==> src/rtl/disp_filter_pkg.sv <==
// disp_filter_pkg
// Shared types and width helpers for the weighted disparity filter.
//   dc_sum_w(db, wl) : width of the sum(disp*conf) accumulator
//   c_sum_w(wl)      : width of the sum(conf) accumulator
//   wdf_state_t      : divider-control FSM states
package disp_filter_pkg;

    function automatic int dc_sum_w(input int db, input int wl);
        return 8 + db + $clog2(wl);
    endfunction

    function automatic int c_sum_w(input int wl);
        return 8 + $clog2(wl);
    endfunction

    typedef enum logic [1:0] {IDLE, DIV, DONE} wdf_state_t;

endpackage

==> src/rtl/serial_divider.sv <==
// serial_divider
// Bit-serial restoring divider, one quotient bit per cycle, MSB first.
// Fixed latency of quotient_w cycles after start.
// Ports:
//   clk, reset      : clock, asynchronous active-high reset
//   start           : load dividend/divisor (ignored while busy)
//   dividend        : dividend_w-bit numerator
//   divisor         : divisor_w-bit denominator
//   busy            : division in progress
//   done            : high in the cycle whose edge produces the last bit;
//                     quotient is final after that edge
//   quotient        : quotient_w-bit result (truncated)
// The caller guarantees dividend < divisor * 2**quotient_w, so only
// quotient_w restoring steps are needed.
module serial_divider #(
    parameter int dividend_w = 16,
    parameter int divisor_w  = 11,
    parameter int quotient_w = 5
) (
    input  logic                  clk,
    input  logic                  reset,
    input  logic                  start,
    input  logic [dividend_w-1:0] dividend,
    input  logic [divisor_w-1:0]  divisor,
    output logic                  busy,
    output logic                  done,
    output logic [quotient_w-1:0] quotient
);

    localparam int W  = (dividend_w > divisor_w + quotient_w) ? dividend_w
                                                              : divisor_w + quotient_w;
    localparam int CW = $clog2(quotient_w + 1);

    logic [W-1:0]  rem;
    logic [W-1:0]  dsh;    // divisor aligned to the current quotient bit
    logic [CW-1:0] cnt;
    logic          q_bit;

    assign q_bit = (rem >= dsh);
    assign done  = busy && (cnt == CW'(1));

    always_ff @(posedge clk or posedge reset) begin
        if (reset) begin
            rem      <= '0;
            dsh      <= '0;
            cnt      <= '0;
            busy     <= 1'b0;
            quotient <= '0;
        end else if (start && !busy) begin
            rem      <= W'(dividend);
            dsh      <= W'(divisor) << (quotient_w - 1);
            cnt      <= CW'(quotient_w);
            busy     <= 1'b1;
            quotient <= '0;
        end else if (busy) begin
            if (q_bit)
                rem <= rem - dsh;
            quotient <= quotient_w'({quotient, q_bit});
            dsh      <= dsh >> 1;
            cnt      <= cnt - CW'(1);
            if (cnt == CW'(1))
                busy <= 1'b0;
        end
    end

endmodule

==> src/rtl/weighted_disp_filter.sv <==
// weighted_disp_filter
// Accumulates win_len valid samples along a row and emits one
// confidence-weighted disparity sum(disp*conf)/sum(conf) per window,
// plus the window mean confidence sum(conf)>>log2(win_len).
// Ports:
//   clk, reset    : clock, asynchronous active-high reset
//   disp_conf_in  : disp*conf product from upstream
//   conf_in       : per-sample confidence
//   in_valid      : sample strobe
//   line_start    : first sample of a row; restarts the window
//   disp_out      : weighted disparity (held until next result)
//   conf_out      : mean confidence (held until next result)
//   out_valid     : one-cycle pulse per completed window
//   overflow      : sticky; window completed while divider was busy
// Optional: `define WEIGHTED_DISP_HOLD_EN makes a zero-confidence window
// repeat the last valid disparity instead of reporting 0.
module weighted_disp_filter
    import disp_filter_pkg::*;
#(
    parameter int disp_bits = 5,
    parameter int win_len   = 8
) (
    input  logic                   clk,
    input  logic                   reset,
    input  logic [8+disp_bits-1:0] disp_conf_in,
    input  logic [7:0]             conf_in,
    input  logic                   in_valid,
    input  logic                   line_start,
    output logic [disp_bits-1:0]   disp_out,
    output logic [7:0]             conf_out,
    output logic                   out_valid,
    output logic                   overflow
);

    localparam int DCW = dc_sum_w(disp_bits, win_len);
    localparam int CSW = c_sum_w(win_len);
    localparam int LW  = $clog2(win_len);

    if ((win_len < disp_bits + 2) || ((win_len & (win_len - 1)) != 0)) begin : g_param_check
        $error("weighted_disp_filter: win_len must be a power of two >= disp_bits+2");
    end

    logic [DCW-1:0]       sum_dc;
    logic [CSW-1:0]       sum_c;
    logic [LW-1:0]        cnt;
    logic [DCW-1:0]       final_dc;
    logic [CSW-1:0]       final_c;
    logic                 complete;
    logic                 start_div;
    logic [7:0]           conf_mean;
    logic                 c_zero;
    logic                 div_busy;
    logic                 div_done;
    logic [disp_bits-1:0] div_q;
    wdf_state_t           state, next_state;

    // Sums including the current sample, used on the completing edge.
    assign final_dc  = sum_dc + DCW'(disp_conf_in);
    assign final_c   = sum_c + CSW'(conf_in);
    assign complete  = in_valid && !line_start && (cnt == LW'(win_len - 1));
    assign start_div = complete && (state == IDLE);

    always_ff @(posedge clk or posedge reset) begin
        if (reset) begin
            sum_dc <= '0;
            sum_c  <= '0;
            cnt    <= '0;
        end else if (in_valid) begin
            if (line_start) begin
                sum_dc <= DCW'(disp_conf_in);
                sum_c  <= CSW'(conf_in);
                cnt    <= LW'(1);
            end else if (complete) begin
                sum_dc <= '0;
                sum_c  <= '0;
                cnt    <= '0;
            end else begin
                sum_dc <= final_dc;
                sum_c  <= final_c;
                cnt    <= cnt + LW'(1);
            end
        end else if (line_start) begin
            sum_dc <= '0;
            sum_c  <= '0;
            cnt    <= '0;
        end
    end

    // The divider runs even for a zero divisor so the latency stays fixed;
    // its result is simply ignored in that case.
    serial_divider #(
        .dividend_w (DCW),
        .divisor_w  (CSW),
        .quotient_w (disp_bits)
    ) u_div (
        .clk      (clk),
        .reset    (reset),
        .start    (start_div),
        .dividend (final_dc),
        .divisor  (final_c),
        .busy     (div_busy),
        .done     (div_done),
        .quotient (div_q)
    );

    always_ff @(posedge clk or posedge reset) begin
        if (reset)
            state <= IDLE;
        else
            state <= next_state;
    end

    always_comb begin
        next_state = state;
        case (state)
            IDLE:    if (start_div) next_state = DIV;
            DIV:     if (div_done)  next_state = DONE;
            DONE:    next_state = IDLE;
            default: next_state = IDLE;
        endcase
    end

    always_ff @(posedge clk or posedge reset) begin
        if (reset) begin
            conf_mean <= '0;
            c_zero    <= 1'b0;
            disp_out  <= '0;
            conf_out  <= '0;
            out_valid <= 1'b0;
            overflow  <= 1'b0;
        end else begin
            out_valid <= (state == DONE);
            if (complete && state != IDLE)
                overflow <= 1'b1;
            if (start_div) begin
                conf_mean <= final_c[CSW-1:LW];
                c_zero    <= (final_c == '0);
            end
            if (state == DONE) begin
                conf_out <= c_zero ? 8'd0 : conf_mean;
`ifdef WEIGHTED_DISP_HOLD_EN
                if (!c_zero)
                    disp_out <= div_q;
`else
                disp_out <= c_zero ? '0 : div_q;
`endif
            end
        end
    end

endmodule
==> config.mk <==
export PLATFORM = sky130hd
export DESIGN_NAME = weighted_disp_filter
export DESIGN_NICKNAME = d
export VERILOG_FILES = /design/src/rtl/disp_filter_pkg.sv /design/src/rtl/serial_divider.sv /design/src/rtl/weighted_disp_filter.sv
export SDC_FILE = /design/constraint.sdc
export NUM_CORES = 1
export LEC_CHECK = 0
export ABC_AREA = 1
export CAP_MARGIN = 25
export CORE_MARGIN = 5
export CORE_UTILIZATION = 38
export DETAILED_ROUTE_END_ITERATION = 7
export GPL_ROUTABILITY_DRIVEN = 0
export PLACE_DENSITY = 0.52
export SLEW_MARGIN = 40
export SYNTH_ARGS = -nofsm -noshare
export SYNTH_HDL_FRONTEND = slang
export SYNTH_SLANG_ARGS = --single-unit
==> constraint.sdc <==
create_clock -name clk -period 3.5 [get_ports clk]
set_input_delay 0.525 -clock clk [delete_from_list [all_inputs] [get_ports clk]]
set_output_delay 0.525 -clock clk [all_outputs]
set_load 0.005 [all_outputs]
==> impl_metrics.csv, run 1 <==
group,metric,value,unit
status,status,"finished clean",
cells_and_area,layout.core_utilization,44.2,%
pwr,total_power,2.90,mW
hold_path,min-delay-path-class,"flop to flop",
place,dp.final_hpwl,12.4,mm
critical_path,cell_depth_of_the_worst_flop_to_flop_path,8,
drt,route.vias.total,5594,
global_route,grt_first_pass_wirelength,27.9,mm
pwr,pwr-share-seq,41.0,%
synth,synth_seq_cells,96,
global_route,met2_usage,27.0,%
floorplan,die_height,139,um
cells_and_area,layout.cells.non_filler,1148,
cells_and_area,postLayoutCellArea,0.00728,mm^2
critical_path,worst_ep_arrival_time,2.58,ns
pwr,clock_power_share,37.8,%
global_route,globalRouteTotalUtil,17.7,%
cells_and_area,layout.cells.most_common_list,"nand2_1, inv_1, nand3_1",
clock_tree,register_clock_pin_slew_on_the_reported_worst_setup_and_hold_paths,0.08,ns
drt,drt_pass1_iterations,5,
place,port_buffers,39,
pwr,switching_share,32.7,%
clock_tree,cts_made_buffers,9,
timing,totalNegativeSetupSlack,0,ns
critical_path,endpoint_kind,"flop",
hold_path,hp-start,"state[1]",
synth,synthesis.instances,889,
clock_tree,holdBufCountCts,0,
place,place_ws,0.880,ns
clock_tree,clock_sink_count,96,
floorplan,core_area,0.0165,mm^2
pwr,total_leakage_power,4.01,nW
hold_path,min_to,"state[0]",
timing,final_period_minus_worst_setup_slack,2.33,ns
pwr,pwr-share-comb,21.2,%
timing,holdWs,0.479,ns
pwr,netSwitchingPower,0.948,mW
floorplan,floorplan.initialDensity,38.5,%
timing,final-setup-viol-count,0,
synth,synth_nets,957,
cells_and_area,area_growth_syn_to_layout,14.8,%
timing,slew-limit-headroom,49.3,%
timing,maxClockFrequency,429,MHz
floorplan,floorplan.io_pins,40,
global_route,use_met3,2.52,%
timing,final_max_slew_viol_count,0,
cells_and_area,diodes,0,
clock_tree,tritoncts,"done",
clock_tree,post_cts_buffers,0,
pwr,max-vdd-ir-drop,0.265,mV
floorplan,num_rows,47,
global_route,grt_start_max_net_pins,57,
synth,synth_ff_type,"dfrtp_1",
timing,clock_skew,0.0128,ns
cells_and_area,nets,991,
cells_and_area,layout.cells.most_common,"nand2_1",
synth,post_synth_instance_area,0.00634,mm^2
synth,async_flop_share,100,%
critical_path,crit_path_max_fanout,28,
clock_tree,cts-root-to-sink-buffers,2,
timing,setup_repair_after_global_routing_missed_its_margin,"no",
global_route,grt_use_met1,26.6,%
drt,avgViaCountPerCell,4.87,
synth,synth_sequential_area_ratio,37.9,%
critical_path,rr_endpoint,"u_div.rem[13]",
floorplan,floorplan.die.width,139,um
global_route,grt_pass1_vias,5326,
timing,worstMarginPinSlew,0.760,ns
timing,timing.final.ws_setup,1.17,ns
drt,routed_wire_length_per_instance,14.4,um
synth,synth.distinct_cells,42,
critical_path,r2r_start,"state[1]",
clock_tree,count_of_instances_resized_after_the_clock_tree_is_built,0,
place,dpl-instance-area,0.00695,mm^2
synth,yosysWarningCount,0,
clock_tree,htree_levels,3,
critical_path,startpoint_type,"flop",
drt,drt_wl_total,16.5,mm
global_route,antenna_found_initial,0,
synth,synth_enable_flop_cells,0,
hold_path,holdPathStages,1,
clock_tree,worst_skew_pair.late_latency,0.36,ns
critical_path,timing.setup.critical_path_class,"flop to flop",
run,max_cap_viol_count,0,
drt,drtAntennaViolNets,0,
pwr,p_int,1.95,mW
synth,syn-mean-instance-area,7.13,um^2
global_route,grt.busiest_layer,"met2",
floorplan,dieArea,0.0194,mm^2
global_route,remaining_global_route_overflow,0,
critical_path,worst_ep_required_time,3.75,ns
clock_tree,ctsRootBufferMaster,"clkbuf_16",
timing,hold_viol_final,0,
critical_path,setup.reg_to_reg.worst_slack,1.17,ns
timing,layout_worst_path_cycle_share,66.6,%
pwr,power_per_cell_area,398,mW/mm^2
cells_and_area,final_layout_size_suffix_gt1_share,4.96,%
drt,route.detailed.drc,0,
place,numPlacedInstances,1132,
drt,drt_first_iter_violations,380,
[flip-flops by register name, indices dropped and copies added, names as in the netlist]
register        cells
u_div.dsh          15
sum_dc             16
u_div.rem          16
u_div.busy          1
disp_out            5
state               2
u_div.quotient      5
sum_c              11
cnt                 3
overflow            1
conf_mean           8
out_valid           1
c_zero              1
conf_out            8
u_div.cnt           3
[synth_stat cells, types with 2 or more instances]
master / n / share of area [%]
a21oi_1: 23 / 1.8
a22o_1: 2 / 0.28
and2_1: 2 / 0.20
buf_2: 7 / 0.55
buf_4: 2 / 0.24
buf_6: 2 / 0.36
clkbuf_1: 10 / 0.59
dfrtp_1: 96 / 38
fa_1: 3 / 0.95
ha_1: 40 / 7.9
inv_1: 124 / 7.3
inv_2: 3 / 0.18
nand2_1: 321 / 19
nand2_2: 4 / 0.39
nand2_4: 3 / 0.53
nand3_1: 101 / 8.0
nand3b_1: 3 / 0.36
nand4_1: 3 / 0.30
nor2_1: 33 / 2.0
nor2_2: 2 / 0.20
nor2_4: 2 / 0.36
nor3_1: 7 / 0.55
o211ai_1: 9 / 1.1
o21a_1: 2 / 0.24
o21ai_0: 32 / 2.5
o21ai_1: 3 / 0.24
o21bai_1: 2 / 0.24
o221ai_1: 8 / 1.1
o22ai_1: 15 / 1.5
or2_2: 4 / 0.39
xnor2_1: 6 / 0.83
xor2_1: 5 / 0.69
[worst max-delay path: stages (launching register included)]
cell	delay [ns]
dfrtp_1	0.39
inv_1	0.32
nand2_1	0.32
nor2_8	0.30
nand2_4	0.26
inv_4	0.28
nand3_1	0.16
nand3_1	0.11
nand2_1	0.05
[routing by layer]
layer | up-vias | wire length [um]
met5 | - | 0
met4 | 0 | 205
met3 | 12 | 603
met2 | 99 | 7200
met1 | 2547 | 8540
li1 | 2936 | -
[power groups by stage]
stage | logic (mW) | registers (mW) | clock network (mW)
final | 0.614 | 1.19 | 1.10
after global routing | 0.704 | 1.19 | 1.16
after CTS | 0.618 | 1.19 | 1.12
after detailed placement | 0.616 | 1.21 | 0
after global placement | 0.621 | 1.21 | 0
after floorplan | 0.435 | 1.20 | 0
[final cells by class]
type | count | area, um^2
Clock buffer | 9 | 225
Clock inverter | 7 | 96.3
Fill cell | 1698 | 9190
Inverter | 128 | 488
Multi-Input combinational cell | 643 | 3340
Sequential cell | 96 | 2400
Tap cell | 220 | 275
Timing Repair Buffer | 45 | 448
[logic make-up after synthesis]
family / Yosys count / share of synthesized area (%)
AO/OA/AOI/OAI: 101 / 9.59
AND/OR/NAND/NOR: 488 / 32.7
buffers and inverters: 150 / 9.43
XOR/XNOR: 11 / 1.52
flip-flops: 96 / 37.9
adder cells (fa/ha/maj): 43 / 8.84
[worst max path at each step]
stage                               end  slack, ns             from  cells past startpoint
after floorplan                  c_zero       0.47            reset                      1
after global placement     u_div.rem[6]       0.91  disp_conf_in[0]                     12
after detailed placement   u_div.rem[6]       0.88  disp_conf_in[0]                     12
after CTS                 u_div.rem[13]       1.20         state[1]                      8
after global routing       u_div.rem[0]       0.95     u_div.rem[0]                     14
final                     u_div.rem[13]       1.17         state[1]                      8
(Power assumes the default switching activity.)
==> run 2: changes to the inputs <==
- PLACE_DENSITY: 0.52 -> 0.54
- clock period: 3.5 -> 2.11 ns (I/O delays scaled with it)
==> run 2 against run 1 <==
  * Critical path depth grew 6
  * Die area is the same
  * Worst hold slack lost 0.24 ns
  * First-iteration DRC count shrank 7.4%
  * Sequential share of layout area shrank 2.5 points
  * Core utilization grew 3.6 points
==> impl_metrics.csv, run 2 (same netlist as run 1, synthesis figures left out) <==
group,metric,value,unit
status,status,"finished clean",
pwr,pwr-share-comb,25.8,%
place,numPlacedInstances,1194,
clock_tree,register_clock_pin_slew_on_the_reported_worst_setup_and_hold_paths,0.08,ns
drt,drt_pass1_iterations,4,
critical_path,endpoint_kind,"flop",
pwr,pwr-share-seq,38.7,%
floorplan,dieArea,0.0194,mm^2
clock_tree,clock_sink_count,96,
global_route,met2_usage,29.5,%
critical_path,worst_ep_required_time,2.40,ns
cells_and_area,layout.cells.most_common,"nand2_1",
timing,final-setup-viol-count,0,
cells_and_area,biggestRegsByFlops,"sum_dc (16), u_div.rem (16), u_div.dsh (15)",
global_route,antenna_found_initial,0,
cells_and_area,layout.cells.non_filler,1213,
critical_path,r2r_start,"u_div.rem[0]",
clock_tree,htree_levels,3,
critical_path,critPathLaunch,"u_div.rem[0]",
run,max_cap_viol_count,0,
cells_and_area,layout.cells.most_common_list,"nand2_1, inv_1, nand3_1",
cells_and_area,layout.core_utilization,47.8,%
global_route,grt_use_met1,26.4,%
clock_tree,cts-root-to-sink-buffers,2,
cells_and_area,diodes,0,
timing,final_max_slew_viol_count,0,
drt,routed_wire_length_per_instance,14.3,um
critical_path,cell_depth_of_the_worst_flop_to_flop_path,14,
drt,avgViaCountPerCell,4.85,
clock_tree,tritoncts,"done",
pwr,clock_power_share,35.5,%
floorplan,num_rows,47,
timing,setup_repair_after_global_routing_missed_its_margin,"yes",
timing,worstMarginPinSlew,0.478,ns
critical_path,setup.reg_to_reg.worst_slack,0.11,ns
cells_and_area,postLayoutCellArea,0.00787,mm^2
critical_path,worst_ep_arrival_time,2.29,ns
drt,drt_wl_total,17.4,mm
floorplan,core_area,0.0165,mm^2
clock_tree,cts_made_buffers,9,
place,port_buffers,39,
pwr,netSwitchingPower,1.63,mW
clock_tree,worst_skew_pair.late_latency,0.36,ns
pwr,switching_share,31.8,%
global_route,grt_pass1_vias,5730,
timing,layout_worst_path_cycle_share,94.7,%
drt,route.vias.total,5880,
drt,drtAntennaViolNets,0,
critical_path,startpoint_type,"flop",
critical_path,cpLargestDelayFamily,"simple AND/OR/NAND/NOR gates",
critical_path,timing.setup.critical_path_class,"flop to flop",
cells_and_area,area_growth_syn_to_layout,24.2,%
global_route,grt.busiest_layer,"met2",
critical_path,worst_path_max_delay_cell,"dfrtp_1",
critical_path,timing.critical_path.buf_inv,3,
timing,final_period_minus_worst_setup_slack,2.00,ns
critical_path,crit_path_max_fanout,6,
global_route,remaining_global_route_overflow,0,
global_route,grt_start_max_net_pins,72,
timing,maxClockFrequency,501,MHz
drt,drt_first_iter_violations,352,
pwr,power_per_cell_area,649,mW/mm^2
floorplan,floorplan.initialDensity,38.5,%
critical_path,path_cells,"inv_2 > ha_2 > inv_2 > fa_2 > nand2_2 > nand2_2 > nand3_2 > nand3_2 > nand2_2 > nand2_2 > nand2_8 > clkbuf_16 > nand3_1 > nand2_1",
critical_path,worst_setup_path_endpoint,"u_div.rem[3]",
floorplan,floorplan.io_pins,40,
global_route,globalRouteTotalUtil,18.4,%
cells_and_area,final_layout_size_suffix_gt1_share,12.9,%
global_route,grt_first_pass_wirelength,29.0,mm
timing,totalNegativeSetupSlack,0,ns
critical_path,worst-path-stages,14,
pwr,max-vdd-ir-drop,0.399,mV
pwr,p_int,3.48,mW
place,dpl-instance-area,0.00742,mm^2
place,dp.final_hpwl,13.1,mm
hold_path,min-delay-path-class,"primary input to asynchronous set/reset pin",
cells_and_area,nets,1056,
critical_path,worst_path_most_repeated_cell,"nand2_2",
floorplan,floorplan.die.width,139,um
timing,clock_skew,0.00849,ns
timing,hold_viol_final,0,
pwr,total_leakage_power,4.33,nW
global_route,use_met3,2.14,%
critical_path,rr_endpoint,"u_div.rem[3]",
cells_and_area,filler_cell_count,1691,
pwr,total_power,5.11,mW
clock_tree,ctsRootBufferMaster,"clkbuf_16",
drt,route.detailed.drc,0,
timing,slew-limit-headroom,68.1,%
floorplan,die_height,139,um
critical_path,cpPeakStageDelay,0.37,ns
-- run 2: changes by cell type in the layout (fill, tap and decap cells not counted), sizes merged --
cell	delta
clkinv	-1
buf	+63
nand2	+1
clkbuf	+2
-- run 2: worst min path at each step --
| stage | start | to | slack [ns] |
|---|---|---|---|
| 2_1_floorplan | state[1] | state[0] | 0.43 |
| 6_report | reset | disp_out[0] | 0.24 |
| 4_1_cts | reset | disp_out[0] | 0.24 |
| 5_1_grt | reset | disp_out[0] | 0.27 |
| 3_5_place_dp | state[1] | state[0] | 0.46 |
| 3_3_place_gp | state[1] | state[0] | 0.44 |
-- run 2: repair_timing --
item / in CTS / in global routing
setup endpoints to repair: 0 / 19
hold endpoints to repair: 0 / 0
resized for setup: 0 / 24
hold buffers: 0 / 0
buffers inserted: 0 / 1
-- run 2: metrics by stage --
stage	hold WS (ns)	setup slack [ns]
floorplan	0.433	0.226
global placement	0.443	-0.193
detailed placement	0.458	-0.237
CTS	0.237	0.0300
global route	0.265	-0.0226
finish	0.236	0.112
-- run 2: per-layer routing --
layer | up-vias | share of wire [%]
li1 | 3056 | -
met1 | 2734 | 51
met3 | 12 | 2.8
met4 | 0 | 1.1
met5 | - | 0
met2 | 78 | 45
-- run 2: final cells by class --
| cell class | instances | area (um^2) | area share, % |
|---|---|---|---|
| Sequential cell | 96 | 2400 | 30.5 |
| Tap cell | 220 | 275 | 3.50 |
| Clock buffer | 10 | 239 | 3.04 |
| Multi-Input combinational cell | 644 | 3430 | 43.6 |
| Clock inverter | 6 | 78.8 | 1.00 |
| Timing Repair Buffer | 109 | 958 | 12.2 |
| Inverter | 128 | 487 | 6.18 |
-- run 2: power by group through the flow --
stage / registers [mW] / clock network, mW / logic [mW]
CTS: 1.97 / 1.87 / 1.30
finish: 1.98 / 1.81 / 1.32
detailed placement: 2.01 / 0 / 1.29
global placement: 2.01 / 0 / 1.28
global route: 1.99 / 1.93 / 1.49
floorplan: 1.99 / 0 / 0.722
==> run 3: changes to the inputs <==
- CORE_UTILIZATION: 38 -> 30
- PLACE_DENSITY: 0.54 -> 0.45
==> run 3 against run 2 <==
  * Clock power fell by 4%
  * Worst hold slack improved by 0.13 ns
  * Fmax fell by 0.16%
  * Critical path depth did not move
  * Clock-buffer cell count fell by 1
  * Critical path type unchanged
  * Design area rose by 2.0%
  * Clock skew rose by 0.0060 ns
  * Sequential power barely moved
==> impl_metrics.csv, run 3 (same netlist as run 1, synthesis figures left out) <==
group,metric,value,unit
clock_tree,ctsRootBufferMaster,"clkbuf_16",
timing,maxClockFrequency,500,MHz
timing,holdWs,0.361,ns
clock_tree,register_clock_pin_slew_on_the_reported_worst_setup_and_hold_paths,0.08,ns
pwr,power_per_cell_area,627,mW/mm^2
floorplan,floorplan.die.width,155,um
critical_path,worst_ep_arrival_time,2.29,ns
status,status,"finished clean",
cells_and_area,area_growth_syn_to_layout,26.6,%
floorplan,floorplan.initialDensity,30.4,%
global_route,grt_start_max_net_pins,83,
timing,slew-limit-headroom,67.8,%
critical_path,worst-path-stages,14,
timing,final_period_minus_worst_setup_slack,2.00,ns
cells_and_area,nets,1067,
clock_tree,tritoncts,"done",
critical_path,worst_path_most_repeated_cell,"nand2_2",
clock_tree,cts-root-to-sink-buffers,2,
critical_path,startpoint_type,"flop",
floorplan,core_area,0.0209,mm^2
clock_tree,clock_sink_count,96,
critical_path,cpPeakStageDelay,0.37,ns
place,dp.final_hpwl,13.9,mm
cells_and_area,layout.cells.most_common_list,"nand2_1, inv_1, nand3_1",
timing,hold_viol_final,0,
cells_and_area,layout.core_utilization,38.4,%
critical_path,rr_endpoint,"u_div.rem[2]",
clock_tree,htree_levels,3,
timing,final_max_slew_viol_count,0,
timing,worstMarginPinSlew,0.482,ns
timing,clock_skew,0.0145,ns
critical_path,setup.reg_to_reg.worst_slack,0.11,ns
cells_and_area,final_layout_size_suffix_gt1_share,13.6,%
drt,route.detailed.drc,0,
timing,totalNegativeSetupSlack,0,ns
floorplan,die_height,155,um
critical_path,cpLargestDelayFamily,"simple AND/OR/NAND/NOR gates",
global_route,grt_pass1_vias,5642,
place,port_buffers,39,
critical_path,timing.setup.critical_path_class,"flop to flop",
floorplan,floorplan.io_pins,40,
drt,drt_pass1_iterations,4,
global_route,globalRouteTotalUtil,15.3,%
cells_and_area,diodes,0,
pwr,total_leakage_power,4.38,nW
hold_path,min-delay-path-class,"primary input to asynchronous set/reset pin",
global_route,remaining_global_route_overflow,0,
cells_and_area,biggestRegsByFlops,"sum_dc (16), u_div.rem (16), u_div.dsh (15)",
critical_path,worst_path_max_delay_cell,"dfrtp_1",
pwr,max-vdd-ir-drop,0.341,mV
critical_path,endpoint_kind,"flop",
floorplan,num_rows,53,
drt,drtAntennaViolNets,0,
timing,final-setup-viol-count,0,
critical_path,worst_ep_required_time,2.40,ns
clock_tree,worst_skew_pair.late_latency,0.36,ns
global_route,antenna_found_initial,0,
critical_path,worst_setup_path_endpoint,"u_div.rem[2]",
timing,layout_worst_path_cycle_share,94.8,%
critical_path,cell_depth_of_the_worst_flop_to_flop_path,14,
floorplan,dieArea,0.0241,mm^2
critical_path,r2r_start,"u_div.rem[0]",
drt,routed_wire_length_per_instance,14.4,um
pwr,total_power,5.03,mW
drt,drt_wl_total,18.4,mm
critical_path,timing.critical_path.buf_inv,3,
critical_path,crit_path_max_fanout,6,
run,max_cap_viol_count,0,
drt,avgViaCountPerCell,4.61,
global_route,grt_first_pass_wirelength,29.7,mm
critical_path,path_cells,"inv_2 > ha_2 > inv_2 > fa_2 > nand2_2 > nand2_2 > nand3_2 > nand3_2 > nand2_2 > nand2_2 > nand2_8 > clkbuf_16 > nand3_1 > nand2_1",
clock_tree,cts_made_buffers,9,
drt,route.vias.total,5896,
cells_and_area,layout.cells.most_common,"nand2_1",
drt,drt_first_iter_violations,271,
critical_path,critPathLaunch,"u_div.rem[0]",
run 3: worst min-delay path by stage:
stage,from,endpoint,slack (ns)
detailed placement,state[1],state[0],0.44
finish,reset,disp_out[0],0.36
global route,reset,disp_out[0],0.37
global placement,state[1],state[0],0.44
CTS,reset,disp_out[0],0.36
floorplan,state[1],state[0],0.43
run 3: final cells by class:
class / instances / area (um^2)
Inverter: 128 / 487
Tap cell: 275 / 344
Multi-Input combinational cell: 645 / 3440
Timing Repair Buffer: 119 / 1050
Sequential cell: 96 / 2400
Clock buffer: 9 / 225
Clock inverter: 7 / 86.3
Fill cell: 2238 / 12900
run 3: where the power goes:
part / switching (mW) / total, mW / internal (mW)
clock network: 0.884 / 1.73 / 0.850
registers: 0.0538 / 1.97 / 1.92
logic: 0.742 / 1.33 / 0.583
run 3: stage by stage:
step | cell area (um^2) | worst slack (ns) | instances
6_report | 8030 | 0.109 | 1279
5_1_grt | 8030 | -0.00765 | 1279
4_1_cts | 7890 | 0.0134 | 1275
3_5_place_dp | 7570 | -0.235 | 1259
3_3_place_gp | 7570 | -0.206 | 1259
2_1_floorplan | 6340 | 0.226 | 889
run 3: timing repair:
item                       4_1_cts  5_1_grt
setup buffers                    0        1
hold buffers                     0        0
setup endpoints to repair        0       18
resized for setup                0       23
run 3: metal layers:
metal	vias to the layer above	GRT usage (%)	part of all wire, %
met2	94	23.8	45
met3	8	2.42	2.7
met4	0	3.21	0.96
met1	2710	22.4	52
met5	-	0	0
li1	3084	-	-
run 3: worst min-delay path: stages:
cell             delay [ns]
clkdlybuf4s50_1        0.44
clkinvlp_4             0.11
buf_4                  0.22
==> RTL edit, RTL diff (config.mk and constraints of run 3) <==
Build with the macro `WEIGHTED_DISP_HOLD_EN` defined.
--- a/src/rtl/weighted_disp_filter.sv
+++ b/src/rtl/weighted_disp_filter.sv
@@ -15,4 +15,6 @@
 // Optional: `define WEIGHTED_DISP_HOLD_EN makes a zero-confidence window
 // repeat the last valid disparity instead of reporting 0.
+`define WEIGHTED_DISP_HOLD_EN
+
 module weighted_disp_filter
     import disp_filter_pkg::*;
Behaviour: same outputs for any inputs over 10 cycles, from zero or initial values and one cycle with reset high; that may be too few to reach the edited logic, so the function may still have changed.
==> RTL edit against run 3 <==
Cell area down 0.11%; routed wire length down 3.1%; worst setup slack better by 0.025 ns; die area up 1.4%; worst hold slack worse by 0.17 ns; sequential share of layout area about the same; sequential power about the same; synthesized area up 1.5%; total power down 2.4%; sequential cell count unchanged; largest cell class unchanged.
==> RTL edit: results (changes against run 3) <==
- outcome: finished, final reports clean
- largest buffer count on any clock path: 2, unchanged
- data arrival time of the critical path: 2.22 ns, -0.07 ns
- count of port buffers added during placement: 39, unchanged
- H-Tree Depth: 3, unchanged
- antenna violations before repair: 0, unchanged
- fraction of registers with async set/reset: 1.00, unchanged
- class of the tightest hold or removal check: in2async
- maximum vdd ir drop: 371 uV, +9.0%
- Syn. warnings: 0, unchanged
- mean number of vias per cell: 4.57, -0.85%
- source-to-sink clock delay at the later pin of the worst-skew pair: 0.36 ns, about the same
- worst reg-to-reg setup slack: 0.13 ns, +0.03 ns
- fraction of final layout cells sized beyond drive strength 1: 0.121, -0.0154
- Num CTS Buffers: 9, unchanged
- hold slack final: 0.195 ns, -0.166 ns
- number of distinct library cell variants in the gate-level netlist after synthesis: 43, +2.4%
- post-detailed-route wirelength per cell: 13.8 um, -4.0%
- max-slew violations: 0, unchanged
- aggregate global-route resource usage: 0.153, +0.000323
- largest net degree at the start of global routing: 66, -20%
- number of global-route vias before repair: 5,982, +6.0%
- detailed placer's ending HPWL: 14.1 mm, +0.86%
- total nets after synthesis: 980, +2.4%
- top cells by area, synth: dfrtp_1, nand2_1, inv_1, ha_1, nand3_1
- leading post-synthesis cells by instance count: nand2_1, inv_1, nand3_1
- diode insertion count for antenna repair: 0, unchanged
- Static Leak: 4.36 nW, -0.33%
- clock transition time at the flip-flop clock pins of the worst setup and hold paths: 0.07 ns
- Rel. slew slack: 0.724, +0.0458
- master cell of the clock root buffer: clkbuf_16
- sequential cell area fraction in the yosys report: 0.373, -0.00567
- most frequently used flop master after synthesis: dfrtp_1
- largest registers in the final layout: sum_dc: 16 flops, u_div.rem: 16 flops, u_div.dsh: 15 flops
- global-route wire length before repair: 30.2 mm, +1.8%
- Psw: 1.58 mW, -6.2%
- Worst Path Max Fanout: 5, -1
- First DRT Iteration DRCs: 189, -30%
- Layout Skew: 0.00827 ns, -0.00619 ns
- layout net count: 1,079, +1.1%
- first-pass iteration count of the detailed router: 4, unchanged
## RTL edit: changes by cell type after synthesis, moves of 3 or more
cell	delta
nand2_1	+5
o21ai_0	+6
a21oi_1	-3
nand4_1	+6
inv_1	+13
nor3_1	-3
nor2_1	+5
nand3_1	-3
## RTL edit: path summary, 6_finish.rpt
path | end | start | depth (start not counted)
max | u_div.rem[10] | u_div.rem[0] | 15
max reg2reg | u_div.rem[10] | u_div.rem[0] | 15
min in group clk | sum_c[0] | conf_in[0] | 3
min | out_valid | reset | 2
min reg2reg | state[0] | state[1] | 1
max in group asynchronous | sum_dc[6] | reset | 3
## RTL edit: logic make-up after synthesis
kind of cell	synth area share
AO/OA/AOI/OAI	0.0976
XOR/XNOR	0.0122
adder cells (fa/ha/maj)	0.0871
buffers and inverters	0.103
flip-flops	0.373
AND/OR/NAND/NOR	0.327
## RTL edit: through the flow
step	cell area, um^2	utilization	cells	total power [mW]	setup slack [ns]
after detailed placement	7590	0.360	1272	3.28	-0.254
after floorplan	6440	-	912	2.71	0.196
final	8020	0.380	1291	4.91	0.135
after CTS	7890	0.374	1288	4.99	-0.0271
after global placement	7590	0.360	1272	3.29	-0.219
after global routing	8020	0.380	1291	5.23	0.00694
## RTL edit: layout make-up
type	count	area (um^2)
Fill cell	2294	13100
Multi-Input combinational cell	653	3470
Sequential cell	96	2400
Timing Repair Buffer	108	965
Inverter	143	543
Tap cell	275	344
Clock buffer	10	239
Clock inverter	6	57.6
## RTL edit: power groups by stage
stage | Combinational [mW] | Clock [mW] | Sequential (mW)
floorplan | 0.721 | 0 | 1.99
global placement | 1.28 | 0 | 2.00
detailed placement | 1.28 | 0 | 2.00
CTS | 1.28 | 1.74 | 1.97
global route | 1.44 | 1.81 | 1.98
finish | 1.27 | 1.67 | 1.97
## RTL edit: worst max-delay path, cell delays in order, from the launching register on
cell     delay, ns
dfrtp_1       0.38
inv_2         0.07
ha_4          0.12
inv_2         0.04
fa_2          0.37
nand3_2       0.09
nand3_4       0.09
nand2_2       0.07
nand3_2       0.08
nand2_2       0.10
nand2_4       0.07
nand2_8       0.12
buf_6         0.11
nand2_1       0.06
nand2_1       0.06
nand2_1       0.04
## RTL edit: routing by layer
layer  global-route usage  part of all wire  vias up
li1                     -                 -     3121
met1                0.201              0.48     2701
met2                0.268              0.49       67
met3               0.0243             0.026       12
met4               0.0285             0.010        0
met5                    0                 0        -
## RTL edit: timing repair
| action | in CTS | in global routing |
|---|---|---|
| setup buffers | 0 | 2 |
| resized for setup | 0 | 26 |
| cloned | 0 | 1 |
| endpoints found under the setup margin | 4 | 21 |
| pin swaps | 0 | 10 |
| hold endpoints to repair | 0 | 0 |
